**src/rtl/sipo_deserializer.sv**
```systemverilog
// Serial-in/parallel-out deserializer with configurable word width, bit order and frame hunting.
// The completed word is held in a valid/ready holding register; words that cannot be loaded set a sticky overrun flag.
module sipo_deserializer #(
    parameter int unsigned  WIDTH     = 8,
    parameter bit           LSB_FIRST = 1'b1,
    parameter bit           SYNC_MODE = 1'b0,
    localparam int unsigned CNT_W     = $clog2(WIDTH)
) (
    input  logic             clock,
    input  logic             reset,
    input  logic             serialIn,
    input  logic             serialValid,
    input  logic             frameStart,
    input  logic             clearOverrun,
    output logic [WIDTH-1:0] parallelOut,
    output logic             outValid,
    input  logic             outReady,
    output logic             overrun,
    output logic [CNT_W-1:0] bitCount,
    output logic             synced
);

    typedef enum logic {
        HUNT  = 1'b0,
        SHIFT = 1'b1
    } state_t;

    state_t           state;
    logic [WIDTH-1:0] shreg;
    logic [WIDTH-1:0] shifted;
    logic [WIDTH-1:0] first_word;
    logic             last_bit;
    logic             can_load;

    // Shifted value doubles as the completed word on the last bit of a frame.
    always_comb begin
        shifted    = LSB_FIRST ? {serialIn, shreg[WIDTH-1:1]}
                               : {shreg[WIDTH-2:0], serialIn};
        first_word = LSB_FIRST ? {serialIn, {(WIDTH-1){1'b0}}}
                               : {{(WIDTH-1){1'b0}}, serialIn};
        last_bit   = (bitCount == CNT_W'(WIDTH - 1));
        can_load   = !outValid || outReady;
    end

    always_ff @(posedge clock or posedge reset) begin
        if (reset) begin
            state       <= SYNC_MODE ? HUNT : SHIFT;
            shreg       <= '0;
            parallelOut <= '0;
            outValid    <= 1'b0;
            overrun     <= 1'b0;
            bitCount    <= '0;
        end else begin
            if (outValid && outReady) begin
                outValid <= 1'b0;
            end
            // Clear first so a same-edge overrun below wins.
            if (clearOverrun) begin
                overrun <= 1'b0;
            end
            if (serialValid) begin
                if (frameStart) begin
                    shreg    <= first_word;
                    bitCount <= CNT_W'(1);
                    state    <= SHIFT;
                end else if (state == SHIFT) begin
                    if (last_bit) begin
                        shreg    <= '0;
                        bitCount <= '0;
                        if (can_load) begin
                            parallelOut <= shifted;
                            outValid    <= 1'b1;
                        end else begin
                            overrun <= 1'b1;
                        end
                    end else begin
                        shreg    <= shifted;
                        bitCount <= bitCount + CNT_W'(1);
                    end
                end
            end
        end
    end

    assign synced = (state == SHIFT);

endmodule

```
**config.mk**
```make
export PLATFORM = sky130hd
export DESIGN_NAME = sipo_deserializer
export DESIGN_NICKNAME = d
export VERILOG_FILES = /design/src/rtl/sipo_deserializer.sv
export SDC_FILE = /design/constraint.sdc
export NUM_CORES = 1
export LEC_CHECK = 0
export BUFFER_PORTS_ARGS = -buffer_cell sky130_fd_sc_hd__clkbuf_2
export CORE_MARGIN = 2
export CORE_UTILIZATION = 45
export CTS_CLUSTER_SIZE = 24
export DETAILED_ROUTE_END_ITERATION = 7
export HOLD_SLACK_MARGIN = 0.12
export PLACE_DENSITY_LB_ADDON = 0.2
export SETUP_SLACK_MARGIN = 0.5
export SLEW_MARGIN = 40
export SYNTH_ARGS = -nofsm -noshare
export SYNTH_HDL_FRONTEND = slang
export SYNTH_SLANG_ARGS = --single-unit
```
**constraint.sdc**
```tcl
create_clock -name clock -period 1.7 [get_ports clock]
set_input_delay 0.17 -clock clock [delete_from_list [all_inputs] [get_ports clock]]
set_output_delay 0.17 -clock clock [all_outputs]
set_load 0.01 [all_outputs]
```
==> results of run 1 <==
==> registers in the layout (all words and copies together) (netlist names) <==
register	flops
shreg	7
overrun	1
outValid	1
bitCount	3
parallelOut	8
==> repair_timing <==
action	4_1_cts	5_1_grt
buffers inserted	4	0
endpoints found under the hold margin	22	0
hold buffers	3	0
pin swaps	8	3
setup endpoints to repair	14	15
resized for setup	11	5
==> kinds of logic after synthesis <==
group                      count (synthesis)  share of synthesized area, %
buffers and inverters                     15                          7.95
other                                      1                         0.426
AOI/OAI and AO/OA                         10                          5.96
adders and majority gates                  2                          2.84
DFF                                       20                          56.8
and+or+nand+nor                           17                          11.2
muxes                                      9                          14.8
==> cells in the final DEF, fill, tap and decap left out, types with 3 or more instances in the layout <==
master | synthesis | routed
dfrtp_1 | 20 | 20
clkbuf_2 | 0 | 19
inv_1 | 11 | 11
mux2_4 | 8 | 8
buf_4 | 1 | 6
nand3_2 | 0 | 5
o21ai_1 | 0 | 5
nor2_1 | 5 | 3
clkbuf_4 | 0 | 3
dlygate4sd3_1 | 0 | 3
==> final timing paths <==
| check | end | from |
|---|---|---|
| max | parallelOut[2] | bitCount[1] |
| min | bitCount[2] | frameStart |
| max reg2reg | parallelOut[2] | bitCount[1] |
| min reg2reg | parallelOut[0] | shreg[1] |
| max in group asynchronous | parallelOut[3] | reset |
| min in group asynchronous | outValid | reset |
==> area by class of cell <==
cell class	count	area, um2
fill	159	731
multi-input combinational	39	369
timing repair buffer	29	190
sequential	20	500
clock buffer	4	36.3
inverter	11	41.3
tap	27	33.8
==> worst register-to-register path, stage by stage, from the launching register on <==
cell	delay, ns
dfrtp_1	0.38
ha_2	0.19
ha_4	0.14
nand3b_4	0.08
nor2b_4	0.13
buf_12	0.14
mux2_4	0.30
==> through the flow <==
step	cell area (um2)	cells	hold slack, ns	power [mW]
6_report	1170	130	0.152	1.03
5_1_grt	1170	130	0.159	1.09
4_1_cts	1150	130	0.144	1.04
3_5_place_dp	1030	119	0.191	0.743
3_3_place_gp	1030	119	0.185	0.742
2_1_floorplan	896	74	0.134	0.677
==> metal layers <==
metal  GRT usage [%]  vias to the layer above
li1                -                      296
met2            22.6                        9
met4            8.11                        0
met1            18.1                      286
met3            2.22                        2
met5               0                        -
==> power by group <==
group | total (mW) | switching (mW) | internal (mW)
sequential | 0.556 | 0.0337 | 0.522
clock | 0.271 | 0.140 | 0.130
combinational | 0.202 | 0.0919 | 0.110
total | 1.03 | 0.266 | 0.762
==> run summary, run 1 <==
Final Hold Vio Count = 0
Total GRT Usage = 14.2%
TritonCTS clock tree = built
most common cell in the netlist = dfrtp_1
Cells after Synth = 74
WL per Instance = 10.8 um
WHS Path Cells = 2
setup TNS = 0 ns
Distinct cells, synth = 19
Synth top cells by count = dfrtp_1 (20), inv_1 (11), mux2_4 (8)
Crit Path Class = flip-flop to flip-flop
worst-path cell chain = ha_2 > ha_4 > nand3b_4 > nor2b_4 > buf_12 > mux2_4
DRC Markers = 0
DR WL met3 = 48 um
Startpoint Class = flip-flop
Total Routed Length = 1.41 mm
Levels on crit path = 6
port bufs = 19
H-tree depth = 1
post-detail-place hpwl = 995 um
Ports = 21
FF-to-FF setup slack = 0.24 ns
1st-iter DRT viols = 6
top cells by area, synth = dfrtp_1 (57%), mux2_4 (14%), inv_1 (4.7%)
Clock Path Buffers = 2
Synth Flop Type = dfrtp_1
post-synth top area share = 56.8%
WP buf/inv = 1
highest routed layer = met4
root buf cell = clkbuf_4
routability cong. = 0.681
Met2 Wirelength = 686 um
grt total ovfl = 0
initial antenna violation count = 0
R2R depth = 6
Slew Limit Fails = 0
power density cells = 878 mW/mm2
CTS clk-pin slew, worst paths = 0.11 ns
syn_nets = 83
Cell Rows = 16
number of synthesized flops with an enable pin = 0
final setup vio count = 0
Core Util, Final = 61.6%
Period minus WS final = 1.46 ns
Critical Path Fanout Max = 8
CP max stage delay = 0.38 ns
syn avg cell area = 11.9 um2
fin crit share = 85.7%
worst vdd ir = 0.537 mV
nets = 113
Num CTS Buffers = 3
die area = 0.00233 mm2
total number of vias = 593
Final ANT Viol Nets = 0
Antenna diodes = 0
fmax = 686 MHz
Crit path max-delay family = flip-flops
vias per inst = 4.56
MaxCap Viol Count = 0
share of post-route cells with drive strength above 1 = 48.5%
Arr. time, crit path = 1.65 ns
P&R area growth vs syn = 33.0%
Sink Count = 20
Setup crit end kind = flip-flop
Setup Slack @ Placement = 0.140 ns
Die Ht = 48.2 um
Yosys warnings = 0
ys async rst share = 100%
Core ar. = 0.00190 mm2
Die Width = 48.2 um
RSZ-0062 raised after global routing = yes
drt first pass iters = 3
vias in the first global route = 541
Max stage delay cell, worst path = dfrtp_1
Synth area leader = dfrtp_1
Critical Path RT = 1.89 ns
Seq cells post-synth = 20
largest net degree at the start of global routing = 21
global-route wire length before repair = 2.22 mm
clock latency on the worst-skew pair = 0.29 ns
Worst Skew = 0.000979 ns
worst hold path type = input port to flip-flop
met1 WL = 655 um
setup ws final = 0.242 ns
Starting Density = 46.3%
Mapped Area = 881 um2
status = completed
P_leak = 0.599 nW
register area share after synthesis = 56.8%
Power figures use the tool's default switching activity.
==> inputs of run 2 (changes only) <==
--- a/config.mk
+++ b/config.mk
@@ -6,8 +6,10 @@
 export NUM_CORES = 1
 export LEC_CHECK = 0
 export BUFFER_PORTS_ARGS = -buffer_cell sky130_fd_sc_hd__clkbuf_2
+export CELL_PAD_IN_SITES_DETAIL_PLACEMENT = 1
+export CELL_PAD_IN_SITES_GLOBAL_PLACEMENT = 2
 export CORE_MARGIN = 2
-export CORE_UTILIZATION = 45
+export CORE_UTILIZATION = 33
 export CTS_CLUSTER_SIZE = 24
 export DETAILED_ROUTE_END_ITERATION = 7
 export HOLD_SLACK_MARGIN = 0.12
==> run 2 against run 1 <==
Die area grew 33%. Critical path depth is the same. Global-route usage shrank 1.4 points. Flip-flop and latch count is the same. Cell count grew 3.1%. Clock power shrank 21%. Sequential share of layout area shrank 0.45 points.
==> run summary, run 2 (synthesized netlist as in run 1, its figures left out) <==
status = completed (unchanged)
Slew Limit Fails = 0 (unchanged)
worst hold path type = input port to flip-flop (unchanged)
Starting Density = 35.2% (was 46.3%)
fin crit share = 86.7% (was 85.7%)
Startpoint Class = flip-flop (unchanged)
Cell Rows = 18 (was 16)
power density cells = 837 mW/mm2 (was 878 mW/mm2)
Die Ht = 55.7 um (was 48.2 um)
Total Routed Length = 1.78 mm (was 1.41 mm)
vias in the first global route = 655 (was 541)
global-route wire length before repair = 3.08 mm (was 2.22 mm)
port bufs = 19 (unchanged)
Total GRT Usage = 12.8% (was 14.2%)
Final Hold Vio Count = 0 (unchanged)
setup TNS = 0 ns (unchanged)
Final ANT Viol Nets = 0 (unchanged)
WL per Instance = 13.3 um (was 10.8 um)
R2R depth = 6 (unchanged)
worst vdd ir = 0.447 mV (was 0.537 mV)
routability cong. = 0.698 (was 0.681)
die area = 0.00310 mm2 (was 0.00233 mm2)
FF-to-FF setup slack = 0.23 ns (was 0.24 ns)
Worst Skew = 0.00526 ns (was 0.000979 ns)
vias per inst = 4.54 (was 4.56)
total number of vias = 609 (was 593)
max reg flops = 8 (unchanged)
initial antenna violation count = 0 (unchanged)
P_leak = 0.605 nW (was 0.599 nW)
MaxCap Viol Count = 0 (unchanged)
root buf cell = clkbuf_4 (unchanged)
post-detail-place hpwl = 1.20 mm (was 995 um)
Arr. time, crit path = 1.66 ns (was 1.65 ns)
most flop-heavy register = parallelOut (unchanged)
nets = 115 (was 113)
Critical Path RT = 1.88 ns (was 1.89 ns)
Setup crit end kind = flip-flop (unchanged)
largest net degree at the start of global routing = 21 (unchanged)
RSZ-0062 raised after global routing = yes (unchanged)
Antenna diodes = 0 (unchanged)
Crit Path Class = flip-flop to flip-flop (unchanged)
H-tree depth = 1 (unchanged)
Core Util, Final = 47.3% (was 61.6%)
fmax = 678 MHz (was 686 MHz)
Period minus WS final = 1.47 ns (was 1.46 ns)
P&R area growth vs syn = 34.4% (was 33.0%)
Sink Count = 20 (unchanged)
Critical Path Fanout Max = 8 (unchanged)
Ports = 21 (unchanged)
R2R Path End = parallelOut[3] (was parallelOut[2])
setup ws final = 0.225 ns (was 0.242 ns)
Hold Startpoint = frameStart (unchanged)
most frequent cells in the layout = dfrtp_1 (20), clkbuf_2 (19), inv_1 (11) (unchanged)
Core ar. = 0.00250 mm2 (was 0.00190 mm2)
WHS Path Cells = 2 (unchanged)
most common cell after layout, fill and taps aside = dfrtp_1 (unchanged)
DRC Markers = 0 (unchanged)
drt first pass iters = 3 (unchanged)
grt total ovfl = 0 (unchanged)
Setup Slack @ Placement = 0.118 ns (was 0.140 ns)
TritonCTS clock tree = built (unchanged)
1st-iter DRT viols = 2 (was 6)
Largest regs = parallelOut x8, shreg x7, bitCount x3 (unchanged)
Die Width = 55.7 um (was 48.2 um)
FF-to-FF Start = bitCount[1] (unchanged)
share of post-route cells with drive strength above 1 = 51.0% (was 48.5%)
Clock Path Buffers = 2 (unchanged)
final setup vio count = 0 (unchanged)
CTS clk-pin slew, worst paths = 0.11 ns (about the same)
clock latency on the worst-skew pair = 0.29 ns (about the same)
hold-critical path endpoint = bitCount[2] (unchanged)
Num CTS Buffers = 3 (unchanged)
run 2: metrics by stage:
| step | instance area [um2] | hold slack [ns] | cells | total power [mW] |
|---|---|---|---|---|
| CTS | 1140 | 0.158 | 132 | 0.998 |
| floorplan | 896 | 0.134 | 74 | 0.677 |
| finish | 1180 | 0.168 | 134 | 0.991 |
| global route | 1180 | 0.165 | 134 | 1.06 |
| detailed placement | 1030 | 0.197 | 122 | 0.750 |
| global placement | 1030 | 0.191 | 122 | 0.747 |
run 2: power by group:
part	internal (mW)	leakage [nW]	switching, mW	total [mW]
Sequential	0.522	0.269	0.0345	0.557
Combinational	0.120	0.323	0.101	0.220
Clock	0.0823	0.0138	0.132	0.214
run 2: worst max path at each step:
stage / from / to / slack [ns] / cells past startpoint
floorplan: bitCount[0] / parallelOut[0] / 0.17 / 6
global placement: bitCount[0] / parallelOut[3] / 0.17 / 6
detailed placement: bitCount[0] / parallelOut[4] / 0.12 / 6
CTS: bitCount[1] / parallelOut[3] / 0.21 / 6
global route: bitCount[1] / parallelOut[3] / 0.17 / 6
finish: bitCount[1] / parallelOut[3] / 0.23 / 6
run 2: critical path: stages (launching register included):
cell	delay, ns
dfrtp_1	0.38
ha_2	0.19
ha_4	0.14
nand3b_4	0.08
nor2b_4	0.13
buf_12	0.14
mux2_4	0.30
run 2: final cells by class:
class	count	area [um2]
Fill cell	280	1320
Sequential cell	20	500
Timing Repair Buffer	31	205
Clock buffer	3	22.5
Inverter	11	41.3
Tap cell	30	37.5
Multi-Input combinational cell	39	377
run 2: per-layer routing:
metal	wire, um	vias up	share of wire (%)	global-route usage (%)
li1	-	300	-	-
met3	63	2	3.5	3.02
met1	775	298	44	16.7
met2	921	9	52	20.2
met5	0	-	0	0
met4	15	0	0.84	5.23
run 2: repair_timing:
item                                   in CTS  in global routing
gates resized for setup                    12                  6
setup endpoints to repair                  14                 17
hold buffers                                3                  0
buffers inserted                            4                  2
endpoints found under the hold margin      22                  0
pin swaps                                   7                  4
